===== src/rtl/fetch_ctrl.sv =====
// Instruction fetch controller: drives the PC, issues instruction-memory reads and
// registers the fetched word (or a NOP bubble) for the execute stage.
module fetch_ctrl #(
    parameter logic [31:0] RESET_PC = 32'h0000_0000,
    parameter logic [31:0] NOP_INST = 32'h0000_007F
) (
    input  logic        clk,
    input  logic        rst_n,
    input  logic        x_ctrl,
    input  logic [31:0] alu_out,
    input  logic        stall,
    output logic        imem_req,
    output logic [31:0] imem_addr,
    input  logic        imem_ready,
    input  logic [31:0] imem_rdata,
    output logic [31:0] inst_F,
    output logic [31:0] pc_F,
    output logic        inst_valid,
    output logic        pc_sel,
    output logic        misalign_err
);

    typedef enum logic [1:0] {
        BOOT  = 2'b00,
        FETCH = 2'b01,
        FLUSH = 2'b10
    } state_t;

    state_t      state, state_nx;
    logic [31:0] pc, pc_nx;
    logic [31:0] inst_nx, pcf_nx;
    logic        valid_nx, mis_nx;

    assign imem_addr = pc;

    always_ff @(posedge clk or negedge rst_n) begin
        if (!rst_n) begin
            state        <= BOOT;
            pc           <= RESET_PC;
            inst_F       <= NOP_INST;
            pc_F         <= '0;
            inst_valid   <= 1'b0;
            misalign_err <= 1'b0;
        end else begin
            state        <= state_nx;
            pc           <= pc_nx;
            inst_F       <= inst_nx;
            pc_F         <= pcf_nx;
            inst_valid   <= valid_nx;
            misalign_err <= mis_nx;
        end
    end

    always_comb begin
        state_nx = state;
        pc_nx    = pc;
        inst_nx  = inst_F;
        pcf_nx   = pc_F;
        valid_nx = inst_valid;
        mis_nx   = misalign_err;
        imem_req = (state == FETCH);
        pc_sel   = x_ctrl;

        // A redirect outranks stall and memory handshake; stall freezes everything else.
        if (x_ctrl) begin
            pc_nx    = {alu_out[31:1], 1'b0};
            inst_nx  = NOP_INST;
            valid_nx = 1'b0;
            state_nx = FLUSH;
            if (alu_out[1]) begin
                mis_nx = 1'b1;
            end
        end else if (!stall) begin
            case (state)
                BOOT: begin
                    state_nx = FETCH;
                end
                FETCH: begin
                    if (imem_ready) begin
                        inst_nx  = imem_rdata;
                        pcf_nx   = pc;
                        valid_nx = 1'b1;
                        pc_nx    = pc + 32'd4;
                    end else begin
                        inst_nx  = NOP_INST;
                        valid_nx = 1'b0;
                    end
                end
                FLUSH: begin
                    inst_nx  = NOP_INST;
                    valid_nx = 1'b0;
                    state_nx = FETCH;
                end
                default: begin
                    state_nx = BOOT;
                end
            endcase
        end
    end

endmodule


===== config.mk =====
export PLATFORM = sky130hd
export DESIGN_NAME = fetch_ctrl
export DESIGN_NICKNAME = d
export VERILOG_FILES = /design/src/rtl/fetch_ctrl.sv
export SDC_FILE = /design/constraint.sdc
export NUM_CORES = 1
export LEC_CHECK = 0
export ABC_CLOCK_PERIOD_IN_PS = 2700
export CELL_PAD_IN_SITES_DETAIL_PLACEMENT = 1
export CELL_PAD_IN_SITES_GLOBAL_PLACEMENT = 1
export CORE_MARGIN = 1
export CORE_UTILIZATION = 30
export CTS_BUF_LIST = sky130_fd_sc_hd__clkbuf_16
export CTS_CLUSTER_SIZE = 25
export DETAILED_ROUTE_END_ITERATION = 16
export HOLD_SLACK_MARGIN = 0.03
export PLACE_DENSITY_LB_ADDON = 0.12
export SKIP_CTS_REPAIR_TIMING = 1
export SYNTH_ARGS = -nofsm -noshare
export SYNTH_HDL_FRONTEND = slang
export SYNTH_SLANG_ARGS = --single-unit

===== constraint.sdc =====
create_clock -name clk -period 2.7 [get_ports clk]
set_input_delay 0.54 -clock clk [delete_from_list [all_inputs] [get_ports clk]]
set_output_delay 0.54 -clock clk [all_outputs]
set_load 0.005 [all_outputs]

Yosys cells after proc, flatten, opt, wreduce, memory -nomap -nowiden
Cells that the tools add are included.
{"block": "op_classes", "add_sub_neg": 1, "eq_ne": 4, "muxes": 15, "bitwise": 2, "n_reduce_logical": 10}
{"op": "2-to-1 mux 32 bit", "count": 7}
{"op": "one-hot mux 32 bit (2 select lines)", "count": 1}
{"op": "adder 32 x 3 -> 32 bit, second input constant", "count": 1}
{"op": "AND reduction 2 bit", "count": 3}
{"op": "2-to-1 mux 2 bit", "count": 2}
{"op": "!= test 2 bit, second input constant", "count": 2}
{"op": "one-hot mux 2 bit (2 select lines)", "count": 1}
{"op": "AND reduction 4 bit", "count": 1}
{"op": "nonzero test 2 bit", "count": 2}
{"op": "2-to-1 mux 1 bit", "count": 3}
{"op": "AND reduction 3 bit", "count": 1}
{"op": "nonzero test 3 bit", "count": 1}
{"op": "== test 2 x 1 -> 1 bit, second input constant", "count": 1}
{"op": "== test 2 bit, second input constant", "count": 1}
{"op": "logical NOT 2 bit", "count": 1}
{"op": "NOT 1 bit", "count": 2}
{"op": "one-hot mux 1 bit (2 select lines)", "count": 1}
{"op": "OR reduction 2 bit", "count": 1}
{"block": "word_totals", "regBits": 100, "input_bits": 69, "word_cells": 38}

Longest topological paths before layout
Gate-level depths: netlist of the first run.
{"block": "logic_depth", "depth_word": 5, "ltp_mapped": 7, "depth_no_buf": 4}

Worst setup path before layout of the first run
Ideal clock, no wire load.
{"block": "synth_timing", "kind": "input -> register", "start": "in stall", "end": "reg pc[28], in the netlist imem_addr[28]", "setup_time_ns": 0.082, "t_arrival_ns": 1.729, "t_required_ns": 2.618, "setup_slack_ns": 0.889, "stages": 5, "n_path_buf": 1, "cell_sequence": "and4bb_2 > nand3_1 > clkbuf_1 > or4_1 > a31oi_1"}
{"block": "synth_between", "elab_chain_len": 2}
{"item": "start: declaration", "line": "11", "rtl": "input logic stall,"}
{"item": "!= test 2 bit (no line)"}
{"item": "AND reduction 3 bit (no line)"}
{"item": "end signal: assignment", "line": "46", "rtl": "pc <= pc_nx;"}
{"item": "end: declaration", "line": "30", "rtl": "logic [31:0] pc, pc_nx;"}
Every way passes these cells.
A chain may end at the register's enable or synchronous reset.

Final worst setup path of the first run
Same ends and word-level chain as after synthesis.

==> impl_results.md, run 1 <==
* CTS root buffer: clkbuf_16
* Synth area leaders: dfrtp_1, nand2_1, a22o_1
* Die extent in x at 122 um
* GRT Residual Overflow at 0
* Final Util at 0.464
* Critical Path End Type: register
* P&R area growth vs syn at 49.4%
* Post-DRT Antenna Nets at 0
* DRT iter0 DRCs at 129
* Sequential fraction of the synthesis area at 0.566
* Rows at 43
* Ant diodes at 0
* Status: finished clean
* Mapped Area at 4350 um2
* Post-DR wirelength/cell at 17.7 um
* Post-DP HPWL at 10.0 mm
* Via count at 3,945
* Clk_lat worst skew at 0.35 ns
* Initial antenna violation count at 0
* Final hold viol count at 0
* Critical path class: input port to register
* RD Place Congestion at 0.754
* Pre-antenna DRT Iters at 4
* Fin. max-slew vios at 0
* Io pins at 169
* Port buffer count at 165
* Die Y at 122 um
* Post-DP Area at 6230 um2
* Library cells used by synthesis at 43
* Area of the core at 14,000 um2
* Setup ws final at 0.487 ns
* Worst-margin pin slew at 0.598 ns
* Final setup viols at 0
* Via/cell ratio at 5.06
* Finished Cell Area at 6490 um2
* Starting Density at 0.311
* Cell count after synthesis at 434
* #FFs+latches synth at 98
* Yosys top cell area share at 0.524
* Worst hold path type: input port to asynchronous set/reset pin
* Unrepaired setup endpoints after global routing: false
* Syn avg cell area at 10.0 um2
* Final #Nets at 665
* Fmax at 452 MHz
* Die area at 15,000 um2
* Clk sinks at 98
* CTS H-tree depth at 3
* Total design power at 3.62 mW
* Worst EP required at 2.97 ns
* Startpoint Class: input port
* Longest Clk Path Bufs at 2
* Worst-path maximum fanout at 12
* CTS tree: built
* Max-Cap Viols at 0
* Remaining DRCs at 0
* Max-slew headroom at 0.598
* Num CTS Buffers at 9
* Share of layout cells above drive strength 1 at 0.0667
* Maximum vdd drop at 0.288 mV
* LEAKAGE at 2.76 nW
* First-pass GRT wire length at 22.1 mm
* Routed WL at 13.8 mm
* Ys async rst share at 1.00
* Pre-CTS setup slack at 0.153 ns
* Vias in the first global route at 4,150
* Max Clock Skew at 0.00708 ns
* Cell taking the most area after synthesis: dfrtp_1
* Total track usage at 0.192
* Clock-pin slew on the worst setup and hold paths at 0.07 ns
* Largest net degree at the start of global routing at 45
* Synth Warn # at 0
* Final cycle utilization of the critical path at 0.820
* Pwr Density at 558 nW/um2
* EDFF count, synth at 0
* Total negative slack at 0 ns
* Primary FF master, synth: dfrtp_1
* Fill count at 1,557
* Post-route minimum period at 2.21 ns
* Critical path arrival at 2.48 ns
==> where the power goes <==
part | internal (mW) | leakage [nW] | switching (mW)
Clock | 0.614 | 0.133 | 0.565
Sequential | 1.61 | 1.24 | 0.133
Combinational | 0.422 | 1.39 | 0.276
==> layout by cell type (no fill, tap or decap), types with 9 or more instances in the layout <==
cell type | Yosys | routed
o21ai_0 | 16 | 16
nand4_1 | 9 | 9
nand3_1 | 13 | 13
a22o_1 | 25 | 25
o31ai_1 | 13 | 13
a31oi_1 | 15 | 15
clkdlybuf4s50_1 | 0 | 164
or4_1 | 16 | 16
dfrtp_1 | 91 | 91
buf_4 | 4 | 11
nor2_1 | 22 | 21
clkbuf_16 | 0 | 9
nand2_1 | 115 | 114
==> cell type report <==
class | instances | area, um2 | area share
tap | 180 | 225 | 0.0347
sequential | 98 | 2460 | 0.379
clock buffer | 9 | 225 | 0.0347
timing repair buffer | 178 | 1780 | 0.275
multi-input combinational | 303 | 1740 | 0.268
inverter | 5 | 18.8 | 0.00289
clock inverter | 7 | 37.5 | 0.00578
==> synthesized netlist by cell type (7+ instances only) <==
cell / number
o22a_1: 7
o31ai_1: 13
o21ai_0: 16
clkbuf_1: 21
nand4_1: 9
dfrtp_1: 91
dfstp_2: 7
a22o_1: 25
nand2_1: 115
nand3_1: 13
a31oi_1: 15
or4_1: 16
nor2_1: 22
==> critical path, stage by stage <==
cell and delay, ns:
clkdlybuf4s50_1 0.42, and4bb_2 0.42, nand3_1 0.36, or4_1 0.58, a31oi_1 0.17
==> state kept, by name, indices dropped and copies added, names as in the netlist <==
name	flops
pc_F	31
state	2
inst_valid	1
imem_addr	31
misalign_err	1
inst_F	32
==> per-layer routing <==
metal	vias up	GRT usage	wire length (um)	part of all wire
li1	1869	-	-	-
met2	88	0.315	6740	0.49
met4	0	0.0716	212	0.015
met3	13	0.0390	686	0.050
met1	1975	0.249	6130	0.45
met5	-	0	0	0
==> path summary, 6_finish.rpt <==
path	slack, ns	to	cells past startpoint	startpoint
max	0.49	imem_addr[28]	5	stall
min	0.16	pc_F[8]	1	rst_n
max reg2reg	0.58	imem_addr[20]	4	imem_addr[4]
min reg2reg	0.48	pc_F[21]	2	pc_F[21]
max in group asynchronous	1.84	imem_addr[3]	2	rst_n
min in group clk	0.48	pc_F[21]	2	pc_F[21]
==> kinds of logic (layout without fill, tap and decap cells) <==
kind of cell / count (synthesis) / in the layout / synth area share
adder cells (fa/ha/maj): 1 / 1 / 0.00288
XOR/XNOR: 9 / 9 / 0.0181
other: 1 / 2 / 0.000862
AND/OR/NAND/NOR: 202 / 202 / 0.226
AO/OA/AOI/OAI: 86 / 86 / 0.143
buffers and inverters: 34 / 199 / 0.0363
multiplexers: 3 / 3 / 0.00719
flip-flops: 98 / 98 / 0.566
==> metrics by stage <==
| step | hold WS [ns] | cells |
|---|---|---|
| after floorplan | 0.244 | 435 |
| after global placement | 0.442 | 764 |
| after detailed placement | 0.460 | 764 |
| after CTS | 0.176 | 780 |
| after global routing | 0.198 | 780 |
| final | 0.161 | 780 |
No activity file was read; power rests on OpenSTA's default activity.
==> inputs of run 2 (changes only) <==
- ABC_CLOCK_PERIOD_IN_PS: 2700 -> 1900
- CORE_UTILIZATION: 30 -> 29
- clock period: 2.7 -> 1.9 ns (I/O delays scaled with it)
==> run 2 against run 1 <==
Compared with the run above:
- clock-buffer cell count did not move
- combinational power rose by 69%
- non-clock buffer count rose by 46
- sequential power rose by 38%
- register-to-register slack got worse by 0.49 ns
- first-iteration DRC count rose by 60%
- clock power rose by 69%
- power rose by 54%
- sequential share of layout area fell by 2.4 points
- largest power group unchanged
- highest routed layer unchanged
==> impl_results.md, run 2 (synthesized netlist as in run 1, its figures left out) <==
* Via/cell ratio at 4.94
* Io pins at 169
* LEAKAGE at 3.03 nW
* DRT iter0 DRCs at 206
* P&R area growth vs syn at 59.9%
* Largest net degree at the start of global routing at 99
* Post-route minimum period at 1.82 ns
* Critical Path End Type: output pin
* Combinational power share at 0.210
* Area of the core at 14,600 um2
* Starting Density at 0.298
* Via count at 4,103
* Clock power share at 0.357
* Slowest CP cell: clkdlybuf4s50_1
* Share of layout cells above drive strength 1 at 0.151
* CTS root buffer: clkbuf_16
* Clock-pin slew on the worst setup and hold paths at 0.07 ns
* Final #Nets at 712
* Top Usage Layer GRT: met2
* Routing usage on met3 at 0.0503
* Die area at 15,500 um2
* Most frequent cells in the layout: clkdlybuf4s50_1, nand2_1, dfrtp_1
* Pint at 4.13 mW
* Setup ws final at 0.0775 ns
* Sequential share of power at 0.432
* Final cycle utilization of the critical path at 0.959
* Fmax at 549 MHz
* Rows at 44
* Max-Cap Viols at 0
* RR Endpoint: imem_addr[31]
* P_sw at 1.46 mW
* CTS H-tree depth at 3
* Clk sinks at 98
* Worst EP required at 1.52 ns
* Pre-CTS setup slack at -0.354 ns
* Total negative slack at 0 ns
* Vias in the first global route at 4,444
* Final setup viols at 0
* Die extent in x at 124 um
* Max reg flops at 32
* Buf/Inv on CP at 2
* Status: finished clean
* Clk_lat worst skew at 0.36 ns
* Ant diodes at 0
* Crit-path cells: buf_4 -> clkdlybuf4s50_1
* Routed WL at 14.9 mm
* Unrepaired setup endpoints after global routing: false
* Critical path arrival at 1.44 ns
* Most common cell after layout, fill and taps aside: clkdlybuf4s50_1
* Worst reg2reg path depth at 4
* GR Util met1 at 0.255
* Total design power at 5.59 mW
* Remaining DRCs at 0
* First-pass GRT wire length at 24.0 mm
* Pwr Density at 804 nW/um2
* Maximum vdd drop at 0.373 mV
* Die Y at 124 um
* Post-DP HPWL at 10.6 mm
* Sw Share at 0.261
* Total track usage at 0.196
* Slowest cell delay on critical path at 0.51 ns
* Critical path class: register to output pin
* Num CTS Buffers at 9
* Port buffer count at 165
* Final hold viol count at 0
* Max-slew headroom at 0.606
* Reg2Reg Setup Slack at 0.09 ns
* Post-DRT Antenna Nets at 0
* Worst hold path type: input port to asynchronous set/reset pin
* Worst-path maximum fanout at 5
* Fin. max-slew vios at 0
* Fin Hold WS at 0.0621 ns
* Worst-margin pin slew at 0.592 ns
* CTS tree: built
* Pre-antenna DRT Iters at 4
* Post-DR wirelength/cell at 17.9 um
* Longest Clk Path Bufs at 2
* Top reg by flops: inst_F
* Startpoint Class: register
* RD Place Congestion at 0.791
* Crit path max-delay family: buffers and inverters
* R2r startpoint: imem_addr[25]
* GRT Residual Overflow at 0
* Met2 usage at 0.324
* Max Clock Skew at 0.00950 ns
* Initial antenna violation count at 0
run 2: cell count changes in the layout (fill, tap and decap cells not counted), sizes merged:
cell / before / now
buf: 14 / 60
bufinv: 0 / 2
clkdlybuf4s50: 164 / 163
clkinv: 6 / 3
clkinvlp: 0 / 2
dlymetal6s2s: 0 / 1
inv: 6 / 5
nand4: 11 / 12
run 2: worst register-to-register path, stage by stage (launching register included):
cell and delay, ns:
dfrtp_1 0.38, nand4_1 0.19, or4b_1 0.56, or4_1 0.42, a31oi_1 0.18
run 2: area by class of cell:
cell class | count | area (um2)
flip-flops and latches | 98 | 2460
multi-input cells | 304 | 1770
inverters | 5 | 18.8
well taps | 184 | 230
clock inverters | 7 | 93.8
fillers | 1599 | 7640
clock buffers | 9 | 225
repair buffers | 224 | 2150
run 2: power by group through the flow:
stage | logic, mW | clock network (mW) | registers, mW
finish | 1.18 | 2.00 | 2.42
global route | 1.29 | 2.11 | 2.45
CTS | 1.19 | 2.04 | 2.42
detailed placement | 1.18 | 0 | 2.45
global placement | 1.16 | 0 | 2.44
floorplan | 0.292 | 0 | 2.50
run 2: how the worst max path moves through the flow:
| stage | start | to | slack [ns] | depth (start not counted) |
|---|---|---|---|---|
| final | imem_addr[2] | imem_addr[2] | 0.08 | 2 |
| after global routing | imem_addr[2] | imem_addr[2] | 0.01 | 2 |
| after CTS | state[0] | imem_req | -0.02 | 2 |
| after detailed placement | stall | imem_addr[29] | -0.35 | 7 |
| after global placement | stall | imem_addr[26] | -0.25 | 6 |
| after floorplan | imem_addr[4] | imem_addr[27] | 0.19 | 6 |
run 2: per-stage QoR:
stage	std cells	cell area, um2	utilization
final	831	6950	0.477
after global routing	831	6950	0.477
after CTS	829	6910	0.474
after detailed placement	813	6590	0.452
after global placement	813	6590	0.452
after floorplan	435	4350	-
run 2: per-layer routing:
| layer | wire length, um | part of all wire | up-vias |
|---|---|---|---|
| met5 | 0 | 0 | - |
| met4 | 161 | 0.011 | 0 |
| met3 | 719 | 0.048 | 9 |
| met2 | 7190 | 0.48 | 94 |
| met1 | 6790 | 0.46 | 2032 |
| li1 | - | - | 1968 |
